## src/rtl/board_pkg.sv

```systemverilog
// Shared types for the Minesweeper board store: command opcodes, cell layout
// and the sweep state machine encoding.
package board_pkg;

  typedef enum logic [1:0] {
    CMD_CLEAR    = 2'b00,
    CMD_SET_MINE = 2'b01,
    CMD_REVEAL   = 2'b10,
    CMD_FLAG     = 2'b11
  } cmd_op_e;

  // Bit positions inside one cell byte
  localparam int MINE_B  = 7;
  localparam int REV_B   = 6;
  localparam int FLAG_B  = 5;
  localparam int CNT_MSB = 3;

  typedef struct packed {
    logic             mine;
    logic             revealed;
    logic             flagged;
    logic             rsvd;
    logic [CNT_MSB:0] count;
  } cell_t;

  typedef enum logic {
    ST_IDLE,
    ST_CLEAR
  } state_e;

endpackage

```

## src/rtl/board_matrix.sv

```systemverilog
// Parametrised Minesweeper board store. Single-cycle mine/reveal/flag
// commands update the registered cell array directly; CLEAR sweeps one row
// per cycle so the renderer never sees a wide one-shot reset.
module board_matrix
  import board_pkg::*;
#(
  parameter  int ROWS = 8,
  parameter  int COLS = 8,
  localparam int RW   = $clog2(ROWS),
  localparam int CW   = $clog2(COLS),
  localparam int MCW  = $clog2(ROWS*COLS+1)
) (
  input  logic                          clk,
  input  logic                          reset,
  input  logic                          cmd_valid,
  output logic                          cmd_ready,
  input  logic [1:0]                    cmd_op,
  input  logic [RW-1:0]                 cmd_row,
  input  logic [CW-1:0]                 cmd_col,
  output logic                          done,
  output logic                          err,
  output logic                          hit,
  output logic [MCW-1:0]                mine_count,
  output logic [ROWS-1:0][COLS-1:0][7:0] board
);

  state_e                         state_q, state_d;
  logic [RW-1:0]                  clr_row_q;
  logic [ROWS-1:0][COLS-1:0][7:0] board_d;
  cmd_op_e                        op;
  cell_t                          tgt;
  logic                           accept, op_single, in_range, do_op;
  logic                           last_row, first_row;
  logic                           new_mine, do_reveal, do_flag;

  assign op        = cmd_op_e'(cmd_op);
  assign cmd_ready = (state_q == ST_IDLE);
  assign accept    = cmd_valid && cmd_ready;
  assign op_single = accept && (op != CMD_CLEAR);

  // Widened compare so non-power-of-two boards reject indices past the edge
  assign in_range  = ({1'b0, cmd_row} < (RW+1)'(ROWS)) &&
                     ({1'b0, cmd_col} < (CW+1)'(COLS));
  assign do_op     = op_single && in_range;

  assign last_row  = (clr_row_q == RW'(ROWS-1));
  assign first_row = (clr_row_q == '0);

  // Fetch the addressed cell without indexing past the array for bad coords
  always_comb begin
    tgt = '0;
    for (int r = 0; r < ROWS; r++) begin
      for (int c = 0; c < COLS; c++) begin
        if (cmd_row == RW'(r) && cmd_col == CW'(c)) begin
          tgt = cell_t'(board[r][c]);
        end
      end
    end
  end

  assign new_mine  = do_op && (op == CMD_SET_MINE) && !tgt.mine;
  assign do_reveal = do_op && (op == CMD_REVEAL) && !tgt.flagged && !tgt.revealed;
  assign do_flag   = do_op && (op == CMD_FLAG) && !tgt.revealed;

  // Per-cell next value: each cell decides whether it is the target or one
  // of its in-bounds neighbours, so edges and corners need no special case
  for (genvar r = 0; r < ROWS; r++) begin : g_row
    for (genvar c = 0; c < COLS; c++) begin : g_col
      cell_t cur, nxt;
      logic  is_tgt, is_nbr, row_near, col_near;

      assign cur      = cell_t'(board[r][c]);
      assign is_tgt   = (cmd_row == RW'(r)) && (cmd_col == CW'(c));
      assign row_near = (({1'b0, cmd_row} + (RW+1)'(1)) >= (RW+1)'(r)) &&
                        ({1'b0, cmd_row} <= (RW+1)'(r+1));
      assign col_near = (({1'b0, cmd_col} + (CW+1)'(1)) >= (CW+1)'(c)) &&
                        ({1'b0, cmd_col} <= (CW+1)'(c+1));
      assign is_nbr   = row_near && col_near && !is_tgt;

      // Apply the sweep or the accepted command to this one cell
      always_comb begin
        nxt = cur;
        if (state_q == ST_CLEAR) begin
          if (clr_row_q == RW'(r)) nxt = '0;
        end else begin
          if (new_mine && is_tgt)  nxt.mine     = 1'b1;
          if (new_mine && is_nbr)  nxt.count    = cur.count + 4'd1;
          if (do_reveal && is_tgt) nxt.revealed = 1'b1;
          if (do_flag && is_tgt)   nxt.flagged  = ~cur.flagged;
        end
      end

      assign board_d[r][c] = nxt;
    end
  end

  // Next-state logic: CLEAR runs until the last row has been zeroed
  always_comb begin
    state_d = state_q;
    case (state_q)
      ST_IDLE:  if (accept && op == CMD_CLEAR) state_d = ST_CLEAR;
      ST_CLEAR: if (last_row) state_d = ST_IDLE;
      default:  state_d = ST_IDLE;
    endcase
  end

  // State register and sweep row pointer
  always_ff @(posedge clk or posedge reset) begin
    if (reset) begin
      state_q   <= ST_IDLE;
      clr_row_q <= '0;
    end else begin
      state_q <= state_d;
      if (state_q == ST_CLEAR && !last_row) clr_row_q <= clr_row_q + 1'b1;
      else                                  clr_row_q <= '0;
    end
  end

  // Cell array register feeding the renderer
  always_ff @(posedge clk or posedge reset) begin
    if (reset) board <= '0;
    else       board <= board_d;
  end

  // Completion pulses plus the sticky hit flag and mine tally
  always_ff @(posedge clk or posedge reset) begin
    if (reset) begin
      done       <= 1'b0;
      err        <= 1'b0;
      hit        <= 1'b0;
      mine_count <= '0;
    end else begin
      done <= op_single || (state_q == ST_CLEAR && last_row);
      err  <= op_single && !in_range;
      if (state_q == ST_CLEAR && first_row) begin
        hit        <= 1'b0;
        mine_count <= '0;
      end else begin
        if (do_reveal && tgt.mine) hit        <= 1'b1;
        if (new_mine)              mine_count <= mine_count + 1'b1;
      end
    end
  end

endmodule

```

## config.mk

```make
export PLATFORM = sky130hd
export DESIGN_NAME = board_matrix
export DESIGN_NICKNAME = d
export VERILOG_FILES = /design/src/rtl/board_pkg.sv /design/src/rtl/board_matrix.sv
export SDC_FILE = /design/constraint.sdc
export NUM_CORES = 1
export LEC_CHECK = 0
export BUFFER_PORTS_ARGS = -buffer_cell sky130_fd_sc_hd__buf_4
export CAP_MARGIN = 20
export CELL_PAD_IN_SITES_DETAIL_PLACEMENT = 1
export CELL_PAD_IN_SITES_GLOBAL_PLACEMENT = 2
export CORE_ASPECT_RATIO = 0.7
export CORE_MARGIN = 4
export CORE_UTILIZATION = 34
export DETAILED_ROUTE_END_ITERATION = 8
export PLACE_DENSITY_LB_ADDON = 0.3
export SYNTH_ARGS = -nofsm -noshare
export SYNTH_HDL_FRONTEND = slang
export SYNTH_SLANG_ARGS = --single-unit
export TNS_END_PERCENT = 30
```

## constraint.sdc

```tcl
create_clock -name clk -period 16.2 [get_ports clk]
set_input_delay 1.62 -clock clk [delete_from_list [all_inputs] [get_ports clk]]
set_output_delay 1.62 -clock clk [all_outputs]
set_load 0.1 [all_outputs]
```

---- Yosys cells after proc, flatten, opt, wreduce, memory -nomap -nowiden ----
Cells that the tools add are included.
W data, S select, Z words.
operators by class
  add/sub/neg operators ................... 68
  order comparisons ....................... 30
  eq/ne operators ......................... 32
  muxes and demuxes ....................... 464
  bitwise operators ....................... 65
  reductions and logical operators ........ 1064
operators by type and width
  operator               number
  $mux W8                72
  $reduce_bool A2 Y1     259
  $mux W4                128
  $reduce_and A2 Y1      256
  $logic_and A1 B1 Y1    476
  $add A4 B1 Y4 const B  64
  $mux W1                196
  $mux W3                65
  $logic_not A1 Y1       68
  $not A1 Y1             65
  $eq A3 B3 Y1 const B   12
  $ge A4 B3 Y1 const B   8
  $eq A3 B2 Y1 const B   6
  $le A3 B3 Y1 const B   6
  $ge A4 B1 Y1 const B   4
  $ge A4 B2 Y1 const B   4
  $ne A2 B1 Y1 const B   8
  $mux W7                2
  $le A3 B2 Y1 const B   4
  $eq A3 B1 Y1 const B   3
  $logic_not A3 Y1       3
  $add A3 B1 Y4 const B  2
  $le A3 B4 Y1 const B   2
  $add A7 B1 Y7 const B  1
  7 further kinds        9
word-level totals
  register bits after elaboration ......... 461
  word-level logic and storage cells ...... 1984

---- Longest topological paths before layout ----
  depth in word-level cells ............... 72
  mapped depth ............................ 20
  mapped depth without buffers ............ 11

---- Worst setup path before layout ----
Ideal clock, no wire load.
  path kind ............................... input to register
  start point ............................. input cmd_col[2]
  end point ............................... register board, in the netlist g_row[0].g_col[3].cur[6]
  setup time .............................. 123 ps
  arrival ................................. 4926 ps
  data required time ...................... 16077 ps
  slack ................................... 11151 ps
  stages .................................. 19
  path buffers ............................ 9
  cell sequence ........................... buf_4 -> buf_4 -> inv_1 -> clkbuf_1 -> ha_1 -> buf_2 -> clkbuf_1 -> clkbuf_1 -> clkbuf_1 -> nor3_1 -> o21ai_0 -> o211ai_1 -> o211ai_1 -> nand3_1 -> a211oi_1 -> nor4b_1 -> buf_2 -> buf_4 -> a32o_1
on the way
  cells in the longest elaborated chain, start to end .. 72
ends and longest elaborated chain
  what                              line                 source
  from (decl)                       board_matrix.sv:19   input logic [CW-1:0] cmd_col,
  $logic_not A3 Y1                  board_matrix.sv:54   if (cmd_row == RW'(r) && cmd_col == CW'(c)) begin
  $logic_and A1 B1 Y1               board_matrix.sv:54
  $mux W8 (64 in a row)             board_matrix.sv:54
  $logic_not A1 Y1                  board_matrix.sv:62   assign do_reveal = do_op && (op == CMD_REVEAL) && !tgt.flagged && !tgt.revealed;
  $logic_and A1 B1 Y1 (2 in a row)  board_matrix.sv:62
  $logic_and A1 B1 Y1 *             board_matrix.sv:88   if (do_reveal && is_tgt) nxt.revealed = 1'b1;
  $reduce_bool A2 Y1 (no line) *    -
  $reduce_and A2 Y1 (no line) *     -
  to (signal assigned)              board_matrix.sv:122  else board <= board_d;
  to (decl)                         board_matrix.sv:24   output logic [ROWS-1:0][COLS-1:0][7:0] board
Every way passes the cells marked *; elsewhere a longest branch is shown, timed or not.
A chain may end at the register's enable or synchronous reset.

---- Final worst setup path ----
  start point ............................. input cmd_col[1]
  end point ............................... register board, in the netlist g_row[5].g_col[5].cur[1]
on the way
  cells in the longest elaborated chain, start to end .. 71
ends and longest elaborated chain
  what                            line                source
  $logic_not A3 Y1                board_matrix.sv:54
  $logic_and A1 B1 Y1             board_matrix.sv:54
  $mux W8 (64 in a row)           board_matrix.sv:54
  $logic_not A1 Y1                board_matrix.sv:61  assign new_mine = do_op && (op == CMD_SET_MINE) && !tgt.mine;
  $logic_and A1 B1 Y1             board_matrix.sv:61
  $logic_and A1 B1 Y1 *           board_matrix.sv:87  if (new_mine && is_nbr) nxt.count = cur.count + 4'd1;
  $reduce_bool A2 Y1 (no line) *  -
  $reduce_and A2 Y1 (no line) *   -
Marks and branches as above.

==> impl_results.md <==
- Crit path max-delay family: buffers and inverters
- Clk slew on worst S/H paths: 70 ps
- Final Wtd Congestion: 0.933
- Post-Synthesis Cells: 2927
- Routed vias: 26213
- Setup Buffers After CTS: 0
- Min Tclk post-route: 7300 ps
- Post-Syn Area per Cell: 9.28 µm²
- Data required, critical path: 16680 ps
- Final WL: 122000 µm
- Final Power: 5.87 mW
- # hold bufs at CTS: 0
- Ports: 534
- TritonCTS clock tree: yes
- Worst stage delay on the critical path: 760 ps
- Critical Path, Cell by Cell: buf_4, inv_1, ha_1, buf_4, nand4b_1, a2111o_1, nor3_2, a311oi_4, o21ai_4, buf_4, buf_4, nor2_1, mux2i_1
- Flop-to-flop setup slack: 11310 ps
- Reg2reg end: g_row[5].g_col[5].cur[1]$_DFFE_PP0P_
- Horiz. Die Dim: 346 µm
- DPL Wire Length: 89800 µm
- Fin area: 33100 µm²
- Initial antenna violation count: 3
- Die Footprint: 84500 µm²
- Met2 GRT Util: 0.439
- Async SR Flop Fraction: 1.00
- Largest cells by area after synthesis: dfrtp_1 (42%), nand2_1 (5.3%), mux2i_1 (4.3%)
- Vias in the first global route: 26493
- Core area: 79000 µm²
- Gr busiest metal: met2
- Worst Setup SP: cmd_col[1]
- Fin. Hold Viols: 0
- Fill count: 9066
- Cell count of the worst reg-to-reg path: 11
- Main flop type after synthesis: dfrtp_1
- Total Routing Usage GR: 0.278
- Drt initial violations: 2075
- H-tree depth: 2
- Most frequent CP cell: buf_4
- Clk_lat worst skew: 640 ps
- Post-Route Setup TNS: 0 ps
- Crit path to: g_row[5].g_col[5].cur[1]$_DFFE_PP0P_
- CTS Sinks: 461
- Peak supply drop: 0.125 mV
- Core Rows: 86
- Min-delay worst type: reg -> reg
- Crit end category: flop
- DRT antenna net count: 0
- Buffer and inverter count on the worst path: 5
- Max_cap viols: 0
- Levels on crit path: 13
- Largest net degree at the start of global routing: 153
- Routed WL per cell: 27.7 µm
- Clock root cell: clkbuf_16
- Area grow syn2layout: 21.7%
- Max transition margin: 0.217
- Global-route wire length before repair: 181000 µm
- Initial Util: 0.344
- Num CTS Buffers: 52
- EDFF count, synth: 0
- Number of port buffers: 468
- Post-layout nets: 3402
- Power per cell area: 177 nW/µm²
- Critical path class: in -> reg
- Run status: finished clean
- Clk buf depth: 3
- DRC Markers: 0
- Synth warn: 0
- Max-slew violations: 0
- FF+latch count, synth: 461
- M1 GR Usage: 0.371
- Netlist cell types: 90
- Critical-path maximum fanout: 70
- Leak: 15.4 nW
- Chip Height: 244 µm
- Share of layout cells above drive strength 1: 0.206
- Sequential area share after synthesis: 0.425
- DRT Pass-1 Iters: 5
- Fin cells: 4395
- Placed cell count: 4303
- Worst setup SP type: input port
- Total grt overflow: 0
- Resize count post-CTS: 0
- Vias per cell: 5.96
- Clk_skew: 24.8 ps
- Final period utilization: 0.451
- Setup violations, final: 0
- Met3 Use GR: 0.0667
- Arrival time at the worst endpoint: 7780 ps
- Synth top area share: 0.425
- RSZ-0062 raised after global routing: no
- Worst Max-Slew Pin Slew: 1170 ps
- Netlist Area Pre-Place: 27200 µm²
- Cell area after placement: 31300 µm²
- Fmax: 0.137 GHz
- Worst r2r src: g_row[3].g_col[2].cur[7]$_DFFE_PP0P_
- Leading area contributor after synthesis: dfrtp_1
- Slowest-stage cell, CP: o21ai_4
## stage by stage
stage	setup slack, ps	hold WS, ps	util
global route	8610	541	0.418
global placement	8750	476	0.397
finish	8900	518	0.419
floorplan	1730	456	-
CTS	9170	515	0.418
detailed placement	8510	502	0.397
## worst reg2reg max path, cell delays in order, from the launching register on
cell	delay [ps]
dfrtp_1	390
nor4b_1	70
o21ai_0	300
o21ai_0	330
a2111o_1	540
nor3_2	340
a311oi_4	210
o21ai_4	760
buf_4	560
buf_4	710
nor2_1	360
mux2i_1	190
## registers in the layout, summed over array words and instances, names as in the netlist
name	flops
hit	1
clr_row_q	3
done	1
g_row.g_col.cur	448
state_q	1
mine_count	7
## cells by family after synthesis
family / after synthesis / share of synthesized area
DFF: 461 / 0.425
xor gates and xnor gates: 33 / 0.0106
muxes: 119 / 0.0440
AOI/OAI and AO/OA: 726 / 0.195
other: 1 / 0.000138
adders and majority gates: 88 / 0.0405
buffers and inverters: 324 / 0.0584
and+or+nand+nor: 1175 / 0.226
## placed cells by master (no fill, tap or decap), types with 14 or more instances in the layout
cell type  synthesis  routed
nand2b_1          58      58
buf_4             78     516
o21ai_0          162     162
o31ai_1           24      24
o311ai_0          38      38
ha_1              88      88
nand3b_1          16      16
dfrtp_1          461     460
or3_1             18      18
nand2_1          386     382
a31o_2            25      25
nor2_1           140     140
mux2i_1          116     116
inv_1             60      59
or4_1             23      23
o41ai_1           38      38
a21o_1            20      20
o211ai_1          93      93
nor2b_1           61      61
nand4_1           30      30
or2_2             28      28
xor2_1            29      29
nor4_1            14      14
conb_1             1      65
a21oi_1           72      70
clkbuf_16          0      52
a211oi_1          30      30
nand4b_1          37      37
nand3_1          169     166
a211o_1           16      16
and3_1            36      36
nor3_1            53      53
and2_1            31      31
a22o_1            86      86
## worst min path at each step
stage / from / to / slack (ps) / cells after the start
detailed placement: hit$_DFFE_PP0P_ / hit$_DFFE_PP0P_ / 500 / 1
global placement: clr_row_q[0]$_DFF_PP0_ / clr_row_q[0]$_DFF_PP0_ / 480 / 1
floorplan: clr_row_q[0]$_DFF_PP0_ / clr_row_q[0]$_DFF_PP0_ / 460 / 1
CTS: g_row[0].g_col[5].cur[5]$_DFFE_PP0P_ / g_row[0].g_col[5].cur[5]$_DFFE_PP0P_ / 520 / 1
global route: clr_row_q[0]$_DFF_PP0_ / clr_row_q[0]$_DFF_PP0_ / 540 / 1
finish: g_row[0].g_col[5].cur[5]$_DFFE_PP0P_ / g_row[0].g_col[5].cur[5]$_DFFE_PP0P_ / 520 / 1
## area by class of cell
class / instances / area [µm²] / area share
clock inverter: 13 / 163 / 0.00492
antenna: 2 / 5.00 / 0.000151
inverter: 63 / 244 / 0.00738
tap: 1056 / 1320 / 0.0400
sequential: 461 / 11500 / 0.349
clock buffer: 75 / 1510 / 0.0456
multi-input combinational: 2206 / 14400 / 0.434
timing repair buffer: 519 / 3930 / 0.119
## synthesized netlist by cell type, types with 10 or more instances
cell	instances
a21o_1	20
a211oi_1	30
nand4b_1	37
o21ai_0	162
a31oi_1	10
and2_1	31
a211o_1	16
a31o_2	25
nand2b_1	58
nor2b_1	61
ha_1	88
o22ai_1	10
clkbuf_1	128
nor3_1	53
dfrtp_1	461
o41ai_1	38
o311ai_0	38
or3_1	18
o31ai_1	24
nand4bb_1	10
nor4_1	14
o211ai_1	93
buf_2	50
a22o_1	86
or4_1	23
buf_4	78
o2111ai_1	12
a21oi_1	72
nor2_1	140
nand4_1	30
xor2_1	29
and3_1	36
nand3_1	169
nand3b_1	16
nand2_1	386
inv_1	60
mux2i_1	116
or2_2	28
## power by group
part           leakage, nW  internal, mW  switching [mW]  total, mW
logic                 8.40         0.549            2.42       2.97
clock network        0.826         0.690           0.525       1.21
registers             6.19          1.37           0.309       1.68
total                 15.4          2.61            3.26       5.87
## routing by layer
metal / up-vias / part of all wire
met3: 209 / 0.078
met1: 13620 / 0.43
met5: - / 0.00016
met4: 2 / 0.038
li1: 11436 / -
met2: 946 / 0.46
Power figures use the tool's default switching activity.
